[config.mk]
export PLATFORM = sky130hd
export DESIGN_NAME = rr_pipe_arbiter_flat
export DESIGN_NICKNAME = d
export VERILOG_FILES = /design/src/rtl/rr_pipe_arbiter_if.sv /design/src/rtl/rr_pipe_arbiter.sv /design/src/flat_wrapper.sv
export SDC_FILE = /design/constraint.sdc
export NUM_CORES = 1
export LEC_CHECK = 0
export CORE_UTILIZATION = 39
export CTS_BUF_LIST = sky130_fd_sc_hd__clkbuf_8
export DETAILED_ROUTE_END_ITERATION = 8
export PLACE_DENSITY = 0.87
export SYNTH_ARGS = -nofsm -noshare
export SYNTH_HDL_FRONTEND = slang
export SYNTH_SLANG_ARGS = --single-unit
export TNS_END_PERCENT = 10
[constraint.sdc]
create_clock -name clk -period 2.4 [get_ports clk]
set_input_delay 0.6 -clock clk [delete_from_list [all_inputs] [get_ports clk]]
set_output_delay 0.6 -clock clk [all_outputs]
set_load 0.05 [all_outputs]
[src/rtl/rr_pipe_arbiter_if.sv]
// Handshake bundle for rr_pipe_arbiter: N upstream valid/ready/data channels
// plus the single registered downstream channel and its grant index.
interface rr_pipe_arbiter_if #(
  parameter int L  = 8,
  parameter int N  = 4,
  parameter int IW = $clog2(N)
);
  logic [N-1:0]   valid_f;
  logic [N*L-1:0] data_f;
  logic [N-1:0]   ready_f;
  logic           valid_b;
  logic [L-1:0]   data_b;
  logic [IW-1:0]  grant_id;
  logic           ready_b;

  // slave: the arbiter's view; master: the environment driving it
  modport slave (
    input  valid_f, data_f, ready_b,
    output ready_f, valid_b, data_b, grant_id
  );
  modport master (
    output valid_f, data_f, ready_b,
    input  ready_f, valid_b, data_b, grant_id
  );
endinterface

[src/rtl/rr_pipe_arbiter.sv]
// Round-robin arbiter feeding one registered valid/ready output slot.
// Define ARB_FIXED_PRIO_EN for fixed lowest-index priority (no rotating pointer).
module rr_pipe_arbiter #(
  parameter int L  = 8,
  parameter int N  = 4,
  parameter int IW = $clog2(N)
) (
  input  logic             clk,
  input  logic             rst,
  rr_pipe_arbiter_if.slave bus
);

  logic          valid_reg;
  logic [L-1:0]  data_reg;
  logic [IW-1:0] grant_reg;

  logic          accept;
  logic          any_valid;
  logic [IW-1:0] sel;
  logic [L-1:0]  sel_data;
  logic [L-1:0]  lane [N];

  assign accept    = ~valid_reg | bus.ready_b;
  assign any_valid = |bus.valid_f;

  genvar gi;
  generate
    for (gi = 0; gi < N; gi++) begin : g_lane
      assign lane[gi] = bus.data_f[gi*L +: L];
    end
  endgenerate

`ifdef ARB_FIXED_PRIO_EN
  always_comb begin
    sel = '0;
    for (int i = N - 1; i >= 0; i--) begin
      if (bus.valid_f[i]) sel = IW'(i);
    end
  end
`else
  logic [IW-1:0] ptr_reg;
  logic [IW-1:0] ptr_next;
  logic [IW-1:0] cand [N];

  // cand[k] is the k-th requester in search order starting at ptr_reg
  generate
    for (gi = 0; gi < N; gi++) begin : g_cand
      logic [IW:0] sum;
      logic [IW:0] wrapped;
      assign sum       = {1'b0, ptr_reg} + (IW+1)'(gi);
      assign wrapped   = sum - (IW+1)'(N);
      assign cand[gi]  = (sum >= (IW+1)'(N)) ? wrapped[IW-1:0] : sum[IW-1:0];
    end
  endgenerate

  // Walk backwards so the earliest candidate in search order wins
  always_comb begin
    sel = '0;
    for (int k = N - 1; k >= 0; k--) begin
      if (bus.valid_f[cand[k]]) sel = cand[k];
    end
  end

  assign ptr_next = (sel == IW'(N - 1)) ? '0 : sel + IW'(1);

  always_ff @(posedge clk or negedge rst) begin
    if (!rst) begin
      ptr_reg <= '0;
    end else if (accept && any_valid) begin
      ptr_reg <= ptr_next;
    end
  end
`endif

  assign sel_data = lane[sel];

  generate
    for (gi = 0; gi < N; gi++) begin : g_ready
      assign bus.ready_f[gi] = accept & any_valid & (sel == IW'(gi));
    end
  endgenerate

  always_ff @(posedge clk or negedge rst) begin
    if (!rst) begin
      valid_reg <= 1'b0;
      data_reg  <= '0;
      grant_reg <= '0;
    end else if (accept) begin
      valid_reg <= any_valid;
      if (any_valid) begin
        data_reg  <= sel_data;
        grant_reg <= sel;
      end
    end
  end

  assign bus.valid_b  = valid_reg;
  assign bus.data_b   = data_reg;
  assign bus.grant_id = grant_reg;

endmodule

[src/flat_wrapper.sv]
// flat-port wrapper written by rule: the top's interface ports become plain ports
module rr_pipe_arbiter_flat 
#(
  parameter int L  = 8,
  parameter int N  = 4,
  parameter int IW = $clog2(N)
)
  (clk, rst, bus_valid_f, bus_data_f, bus_ready_b, bus_ready_f, bus_valid_b, bus_data_b, bus_grant_id);
  rr_pipe_arbiter_if #(.L(L), .N(N), .IW(IW)) bus_i ();
  input  logic clk;
  input  logic rst;
  input wire logic [$bits(bus_i.valid_f)-1:0] bus_valid_f;
  input wire logic [$bits(bus_i.data_f)-1:0] bus_data_f;
  input wire logic [$bits(bus_i.ready_b)-1:0] bus_ready_b;
  output wire logic [$bits(bus_i.ready_f)-1:0] bus_ready_f;
  output wire logic [$bits(bus_i.valid_b)-1:0] bus_valid_b;
  output wire logic [$bits(bus_i.data_b)-1:0] bus_data_b;
  output wire logic [$bits(bus_i.grant_id)-1:0] bus_grant_id;
  assign bus_i.valid_f = bus_valid_f;
  assign bus_i.data_f = bus_data_f;
  assign bus_i.ready_b = bus_ready_b;
  assign bus_ready_f = bus_i.ready_f;
  assign bus_valid_b = bus_i.valid_b;
  assign bus_data_b = bus_i.data_b;
  assign bus_grant_id = bus_i.grant_id;
  rr_pipe_arbiter #(.L(L), .N(N), .IW(IW)) u_core (.clk(clk), .rst(rst), .bus(bus_i));
endmodule
==> impl_metrics.prom, run 1 <==
# TYPE chip_impl_metric gauge
chip_impl_info{name="run_status",value="finished, violations left"} 1
chip_impl_info{name="failing_checks",value="setup timing"} 1
chip_impl_metric{name="global_route_wire_length_before_repair",unit="mm"} 6.09
chip_impl_metric{name="avgSynthCellArea",unit="um^2"} 9.53
chip_impl_metric{name="fillers",unit=""} 138
chip_impl_metric{name="synthToLayoutAreaGrowth",unit="%"} 95.1
chip_impl_info{name="tritoncts_clock_tree",value="done"} 1
chip_impl_metric{name="die_h",unit="um"} 51.2
chip_impl_metric{name="synth_seq_area_share",unit="%"} 34.5
chip_impl_metric{name="floorplan.initialDensity",unit="%"} 41.8
chip_impl_metric{name="htreeDepth",unit=""} 1
chip_impl_metric{name="path_clk_slew",unit="ns"} 0.06
chip_impl_metric{name="drt_first_pass_iters",unit=""} 4
chip_impl_metric{name="antenna_cells_inserted",unit=""} 0
chip_impl_metric{name="max-cap-violations",unit=""} 0
chip_impl_metric{name="fraction_of_final_layout_cells_sized_beyond_drive_strength_1",unit="%"} 33.9
chip_impl_metric{name="vdd_drop_max",unit="V"} 0.000597
chip_impl_metric{name="hold_slack",unit="ns"} 0.486
chip_impl_metric{name="worst-endpoint-arrival",unit="ns"} 1.81
chip_impl_metric{name="power.share.sequential",unit="%"} 22.1
chip_impl_metric{name="layout_setup_ws",unit="ns"} -0.0131
chip_impl_info{name="crit_path_start_kind",value="input port"} 1
chip_impl_info{name="mostFrequentLayoutCells",value="clkdlybuf4s50_1 (44), buf_4 (21), nand2_1 (13)"} 1
chip_impl_metric{name="pwr-share-comb",unit="%"} 65.5
chip_impl_metric{name="netlist_instances",unit=""} 99
chip_impl_metric{name="clock_insertion_delay_at_the_later_pin_of_the_skew_report",unit="ns"} 0.25
chip_impl_metric{name="ios",unit=""} 54
chip_impl_metric{name="syn_nets",unit=""} 138
chip_impl_metric{name="finalCritPeriodShare",unit="%"} 101
chip_impl_info{name="setup.worst_path.end_class",value="primary output"} 1
chip_impl_metric{name="switching_share",unit="%"} 46.3
chip_impl_metric{name="rows",unit=""} 17
chip_impl_info{name="synth.largest_area_cell",value="dfrtp_1"} 1
chip_impl_metric{name="grt_start_max_net_pins",unit=""} 14
chip_impl_metric{name="detail_route.wirelength",unit="mm"} 3.94
chip_impl_metric{name="cellLeakagePower",unit="nW"} 0.789
chip_impl_metric{name="via_count",unit=""} 1194
chip_impl_metric{name="period_minus_slack",unit="ns"} 2.41
chip_impl_metric{name="post_layout_nonfiller_instances",unit=""} 202
chip_impl_info{name="leading_cell_type_in_the_layout_fill_and_taps_excluded",value="clkdlybuf4s50_1"} 1
chip_impl_metric{name="globalRoute.totalOverflow",unit=""} 0
chip_impl_metric{name="synth.cell_area",unit="um^2"} 943
chip_impl_metric{name="largest_reg_flops",unit=""} 8
chip_impl_metric{name="cts-buffers-inserted",unit=""} 3
chip_impl_metric{name="via_count_of_the_first_global_routing_pass",unit=""} 1277
chip_impl_metric{name="detail_route.drc_violations",unit=""} 0
chip_impl_metric{name="fin_total_pwr",unit="mW"} 1.59
chip_impl_metric{name="clock_power_share",unit="%"} 12.4
chip_impl_metric{name="timing_worst_slew_pin_value",unit="ns"} 0.644
chip_impl_metric{name="post-dp-hpwl",unit="mm"} 2.53
chip_impl_metric{name="power_report.internal_total",unit="mW"} 0.853
chip_impl_metric{name="timing.final.setup_violations",unit=""} 1
chip_impl_info{name="ranking_of_synthesized_cells_by_area",value="dfrtp_1 (34%), o211ai_2 (9.3%), mux2i_1 (8.5%), a211o_1 (7.4%), nand2_1 (5.2%)"} 1
chip_impl_metric{name="io_buffer_count",unit=""} 53
chip_impl_metric{name="drv_slew",unit=""} 0
chip_impl_info{name="grt_setup_unrepaired",value="true"} 1
chip_impl_info{name="cts_root_buf",value="clkbuf_8"} 1
chip_impl_metric{name="route.detailed.vias_per_inst",unit=""} 5.91
chip_impl_metric{name="clock_path_buffers",unit=""} 2
chip_impl_metric{name="ant_nets",unit=""} 0
chip_impl_metric{name="cell_count_post_placement",unit=""} 192
chip_impl_metric{name="ys_ff_latch",unit=""} 13
chip_impl_metric{name="nets",unit=""} 214
chip_impl_metric{name="max_freq",unit="MHz"} 414
chip_impl_metric{name="fin_skew",unit="ns"} 0.00566
chip_impl_metric{name="finalHoldViolCount",unit=""} 0
chip_impl_metric{name="power_density",unit="nW/um^2"} 862
chip_impl_metric{name="relSlewSlack",unit="%"} 56.9
chip_impl_metric{name="post_cts_hold_buffer_count",unit=""} 0
chip_impl_metric{name="std_cell_core_area",unit="um^2"} 2250
chip_impl_metric{name="synthesis.yosys.warnings",unit=""} 0
chip_impl_metric{name="grt_antenna_before_repair",unit=""} 0
chip_impl_metric{name="critical_path_required",unit="ns"} 1.80
chip_impl_metric{name="synth_top_cell_area_share",unit="%"} 34.5
chip_impl_metric{name="clkSinkCount",unit=""} 13
chip_impl_metric{name="multiInputGateArea",unit="um^2"} 672
chip_impl_info{name="critPathKind",value="in -> out"} 1
chip_impl_metric{name="seqCellArea",unit="um^2"} 327
chip_impl_metric{name="grt.total_usage",unit="%"} 32.4
chip_impl_metric{name="fp.dieW",unit="um"} 51.2
chip_impl_metric{name="p_sw",unit="mW"} 0.734
chip_impl_metric{name="path_max_fanout",unit=""} 5
chip_impl_metric{name="routabilityCongestion",unit=""} 0.870
chip_impl_metric{name="wire_length_per_cell",unit="um"} 19.5
chip_impl_metric{name="floorplan.die_area",unit="um^2"} 2620
chip_impl_metric{name="synth.lib_cells_used.distinct",unit=""} 33
chip_impl_info{name="hp-class",value="reg -> reg"} 1
chip_impl_metric{name="drtIter0Drc",unit=""} 38
==> metrics by stage <==
step	instance area (um^2)	utilization (%)	TNS, ns	setup slack (ns)
finish	1840	81.6	-0.0131	-0.0131
global route	1840	81.6	-0.0902	-0.0550
CTS	1820	80.9	0	0.00391
detailed placement	1640	72.8	-2.85	-0.501
global placement	1640	72.8	-1.84	-0.421
floorplan	948	-	-0.595	-0.200
==> final cells by class <==
| class | instances | area share, % |
|---|---|---|
| Sequential cell | 13 | 17.7 |
| Tap cell | 28 | 1.90 |
| Clock buffer | 3 | 2.24 |
| Timing Repair Buffer | 78 | 41.2 |
| Multi-Input combinational cell | 78 | 36.5 |
| Clock inverter | 1 | 0.204 |
| Inverter | 1 | 0.204 |
==> logic make-up (layout without fill, tap and decap cells) <==
group	count (synthesis)	in the layout	share of synthesized area (%)
AO/OA/AOI/OAI	36	36	33.2
flip-flops	13	13	34.5
multiplexers	9	9	9.95
AND/OR/NAND/NOR	32	32	16.7
buffers and inverters	8	83	4.77
XOR/XNOR	1	1	0.929
==> critical path, cell delays in order <==
cell and delay (ns):
buf_4 0.15, buf_4 0.15, o41ai_4 0.42, buf_12 0.16, nand2b_4 0.13, nor2_4 0.05
buf_12 0.15
==> synthesized netlist by cell type <==
| master | count |
|---|---|
| o22a_2 | 1 |
| nor3b_2 | 1 |
| nor4_1 | 1 |
| o21ai_0 | 8 |
| or3_1 | 1 |
| o21ai_1 | 2 |
| inv_1 | 1 |
| nor2_1 | 3 |
| nand2_1 | 13 |
| mux2i_2 | 1 |
| a211o_1 | 8 |
| buf_4 | 1 |
| o22a_1 | 1 |
| o211ai_2 | 7 |
| o22ai_1 | 1 |
| a21boi_1 | 1 |
| buf_2 | 3 |
| a21oi_1 | 2 |
| o41ai_2 | 1 |
| o22ai_4 | 1 |
| nor2_2 | 1 |
| or3b_2 | 1 |
| buf_6 | 1 |
| a21boi_2 | 1 |
| xnor2_1 | 1 |
| mux2i_1 | 8 |
| dfrtp_1 | 13 |
| nor3_1 | 1 |
| nand2b_1 | 2 |
| nand3_1 | 8 |
| o211ai_1 | 1 |
| o21a_1 | 1 |
| clkbuf_1 | 2 |
==> repair_timing <==
item | 4_1_cts | 5_1_grt
endpoints found under the setup margin | 4 | 4
gates resized for setup | 37 | 4
cloned | 0 | 0
setup buffers | 6 | 0
pin swaps | 7 | 1
==> per-layer routing <==
layer  track usage (%)  vias up  share of wire, %
li1                  -      527                 -
met1              34.7      584                38
met2              59.9       72                53
met3              6.85       11               7.1
met4              14.4        0               2.8
met5                 0        -                 0
==> worst paths after layout <==
path	startpoint	to	slack, ns	cells after the start
min reg2reg	u_core.bus.grant_id[1]	u_core.bus.grant_id[1]	0.49	2
min	u_core.bus.grant_id[1]	u_core.bus.grant_id[1]	0.49	2
max in group asynchronous	rst	u_core.ptr_reg[1]	1.20	1
max reg2reg	u_core.ptr_reg[1]	u_core.bus.data_b[1]	0.52	7
max	bus_valid_f[0]	bus_ready_f[0]	-0.01	7
min in group asynchronous	rst	u_core.bus.grant_id[1]	0.75	1
==> power by group through the flow <==
stage | logic, mW | clock network, mW | registers (mW)
after floorplan | 0.364 | 0 | 0.533
after global placement | 0.892 | 0 | 0.336
after detailed placement | 0.912 | 0 | 0.342
after CTS | 0.999 | 0.198 | 0.346
after global routing | 1.08 | 0.209 | 0.356
final | 1.04 | 0.197 | 0.350
(Power assumes the default switching activity.)
==> run 2: changes to the inputs <==
--- a/config.mk
+++ b/config.mk
@@ -5,6 +5,7 @@
 export SDC_FILE = /design/constraint.sdc
 export NUM_CORES = 1
 export LEC_CHECK = 0
+export CAP_MARGIN = 20
 export CORE_UTILIZATION = 39
 export CTS_BUF_LIST = sky130_fd_sc_hd__clkbuf_8
 export DETAILED_ROUTE_END_ITERATION = 8
==> results of run 2 <==
The final DEF is identical to that of run 1; final timing and power are the same.
==> run 3: changes to the inputs <==
--- a/config.mk
+++ b/config.mk
@@ -10,6 +10,7 @@
 export CTS_BUF_LIST = sky130_fd_sc_hd__clkbuf_8
 export DETAILED_ROUTE_END_ITERATION = 8
 export PLACE_DENSITY = 0.87
+export SLEW_MARGIN = 25
 export SYNTH_ARGS = -nofsm -noshare
 export SYNTH_HDL_FRONTEND = slang
 export SYNTH_SLANG_ARGS = --single-unit
==> results of run 3 <==
The final DEF is identical to that of run 1; final timing and power are the same.
==> edit, RTL diff (flow settings as in run 1) <==
Make the reset (`rst`) synchronous in 2 clocked blocks.
--- a/src/rtl/rr_pipe_arbiter.sv
+++ b/src/rtl/rr_pipe_arbiter.sv
@@ -63,7 +63,7 @@
 
   assign ptr_next = (sel == IW'(N - 1)) ? '0 : sel + IW'(1);
 
-  always_ff @(posedge clk or negedge rst) begin
+  always_ff @(posedge clk) begin
     if (!rst) begin
       ptr_reg <= '0;
     end else if (accept && any_valid) begin
@@ -80,7 +80,7 @@
     end
   endgenerate
 
-  always_ff @(posedge clk or negedge rst) begin
+  always_ff @(posedge clk) begin
     if (!rst) begin
       valid_reg <= 1'b0;
       data_reg  <= '0;
Check against the original RTL: differs if rst is asserted again (counterexample within 4 cycles, from zero or initial values and one cycle with rst low); with rst held inactive, the same outputs for 10 cycles.
==> edit against run 1 <==
  * Synthesized area shrank 0.66%
  * Highest routed layer unchanged
  * First-iteration DRC count shrank 5.3%
  * Wire length decreased by 8.2%
  * Count of clock-buffer cells in the layout unchanged
  * Power decreased by 34%
  * Setup slack improved by 0.031 ns
  * Final area down 5.2%
  * Sequential cell count did not move
  * Global-route usage down 2.7 points
==> edit: results (changes against run 1) <==
Route
  – Routed WL per cell: 17.4 µm (-11%)
  – Routed met3 length: 240 µm (-15%)
  – DR iter-0 viols: 36 (-5.3%)
  – WL met2: 1900 µm (-8.2%)
  – Routed met1 length: 1340 µm (-9.6%)
  – Via density: 5.70 (-3.5%)

Layout
  – Filler Cell Count: 158 (+14%)
  – Layout Nets: 220 (+2.8%)

GRT
  – Total track usage: 29.6% (-2.7 points)
  – Pin count of the biggest net entering global routing: 18 (+4)
  – First-pass GRT wire length: 5600 µm (-8.2%)

Run status
  – Status: completed

Setup path
  – CP max FO: 4 (-1)
  – Critical path's slowest cell: clkdlybuf4s15_2
  – Reg-to-reg endpoint: u_core.bus.data_b[6]
  – Arrival @ worst endpoint: 1.78 ns (-0.03 ns)
  – Crit path capture: bus_ready_f[2]

STA
  – Hold_ws: 0.516 ns (+0.0303 ns)
  – Fin crit share: 99.2% (-1.3 points)
  – Slew at the pin closest to its max-slew limit: 0.549 ns (-0.0956 ns)
  – Worst Skew: 0.00327 ns (-0.00239 ns)

Power
  – Pint: 0.000619 W (-27%)
  – Leakage: 0.705 nW (-11%)
  – Worst vdd ir: 0.517 mV (-13%)

Synthesis
  – FFs w/ async S/R, synth: 0% (-100 points)
  – Register area share after synthesis: 27.8% (-6.7 points)
  – Syn nets: 152 (+10%)
  – Main area contributors after synthesis: dfxtp_1 (28%), o211ai_2 (13%), o21ai_0 (9.6%)
  – Post-synthesis cell type count: 29 (-12%)

Place
  – Pre-CTS setup slack: -0.436 ns (+0.0652 ns)
  – Dpl cell area: 1620 µm² (-1.4%)
  – Gpl congestion: 0.815 (-6.3%)
  – HPWL after detailed placement: 2480 µm (-2.1%)
## edit: cell count changes after synthesis, moves of 3 or more
cell | run 1 | this run
o21ai_0 | 8 | 18
nor2b_1 | 0 | 3
mux2i_1 | 8 | 1
dfrtp_1 | 13 | 0
dfxtp_1 | 0 | 13
o2111a_1 | 0 | 8
nand3_1 | 8 | 0
a211o_1 | 8 | 0
nand2_1 | 13 | 5
inv_1 | 1 | 19
o211ai_2 | 7 | 10
o211ai_1 | 1 | 6
## edit: logic make-up (layout without fill, tap and decap cells)
logic type,Yosys count,in the layout,synth area share [%]
compound gates,54,54,47.3
xor+xnor,1,1,0.935
buf+inv,26,93,13.4
flops,13,13,27.8
mux,1,1,1.07
simple gates,18,18,9.62
## edit: how the worst min path moves through the flow
| stage | from | cells after the start | to |
|---|---|---|---|
| finish | u_core.bus.grant_id[0] | 2 | u_core.bus.grant_id[0] |
| global route | u_core.bus.grant_id[0] | 2 | u_core.bus.grant_id[0] |
| CTS | u_core.bus.grant_id[0] | 2 | u_core.bus.grant_id[0] |
| detailed placement | u_core.bus.grant_id[0] | 2 | u_core.bus.grant_id[0] |
| global placement | u_core.bus.grant_id[0] | 2 | u_core.bus.grant_id[0] |
| floorplan | u_core.ptr_reg[0] | 2 | u_core.ptr_reg[0] |
## edit: final cells by class
| class | count | area share (%) |
|---|---|---|
| clock buffers | 3 | 2.37 |
| clock inverters | 1 | 0.287 |
| inverters | 19 | 4.09 |
| multi-input cells | 74 | 36.5 |
| flip-flops and latches | 13 | 14.9 |
| well taps | 28 | 2.01 |
| repair buffers | 70 | 39.8 |
## edit: tightest hold or removal path, delay by kind of cell, from the launching register on
kind,cells,cell delay (ns)
simple gates,1,0.07
flops,1,0.32
compound gates,1,0.07
## edit: stage by stage
step	cells	total power, W
finish	208	0.00105
global route	208	0.00109
CTS	208	0.00103
detailed placement	203	0.000805
global placement	203	0.000788
floorplan	113	0.000584
## edit: metal layers
metal  track usage, %  up-vias
li1                 -      545
met3             5.65       22
met4             14.4        0
met1             32.6      548
met5                0        -
met2             53.7       71
## edit: timing repair
action                                  in CTS  in global routing
hold endpoints to repair                     0                  0
pin swaps                                    4                  6
setup buffers                                1                  0
gates resized for setup                     21                  7
endpoints found under the setup margin      12                  8
## edit: power by group through the flow
stage          Sequential (W)  Clock (W)  Combinational, W
6_report             0.000271   0.000200          0.000576
5_1_grt              0.000273   0.000213          0.000606
4_1_cts              0.000268   0.000203          0.000558
3_5_place_dp         0.000273          0          0.000532
3_3_place_gp         0.000270          0          0.000518
2_1_floorplan        0.000357          0          0.000227
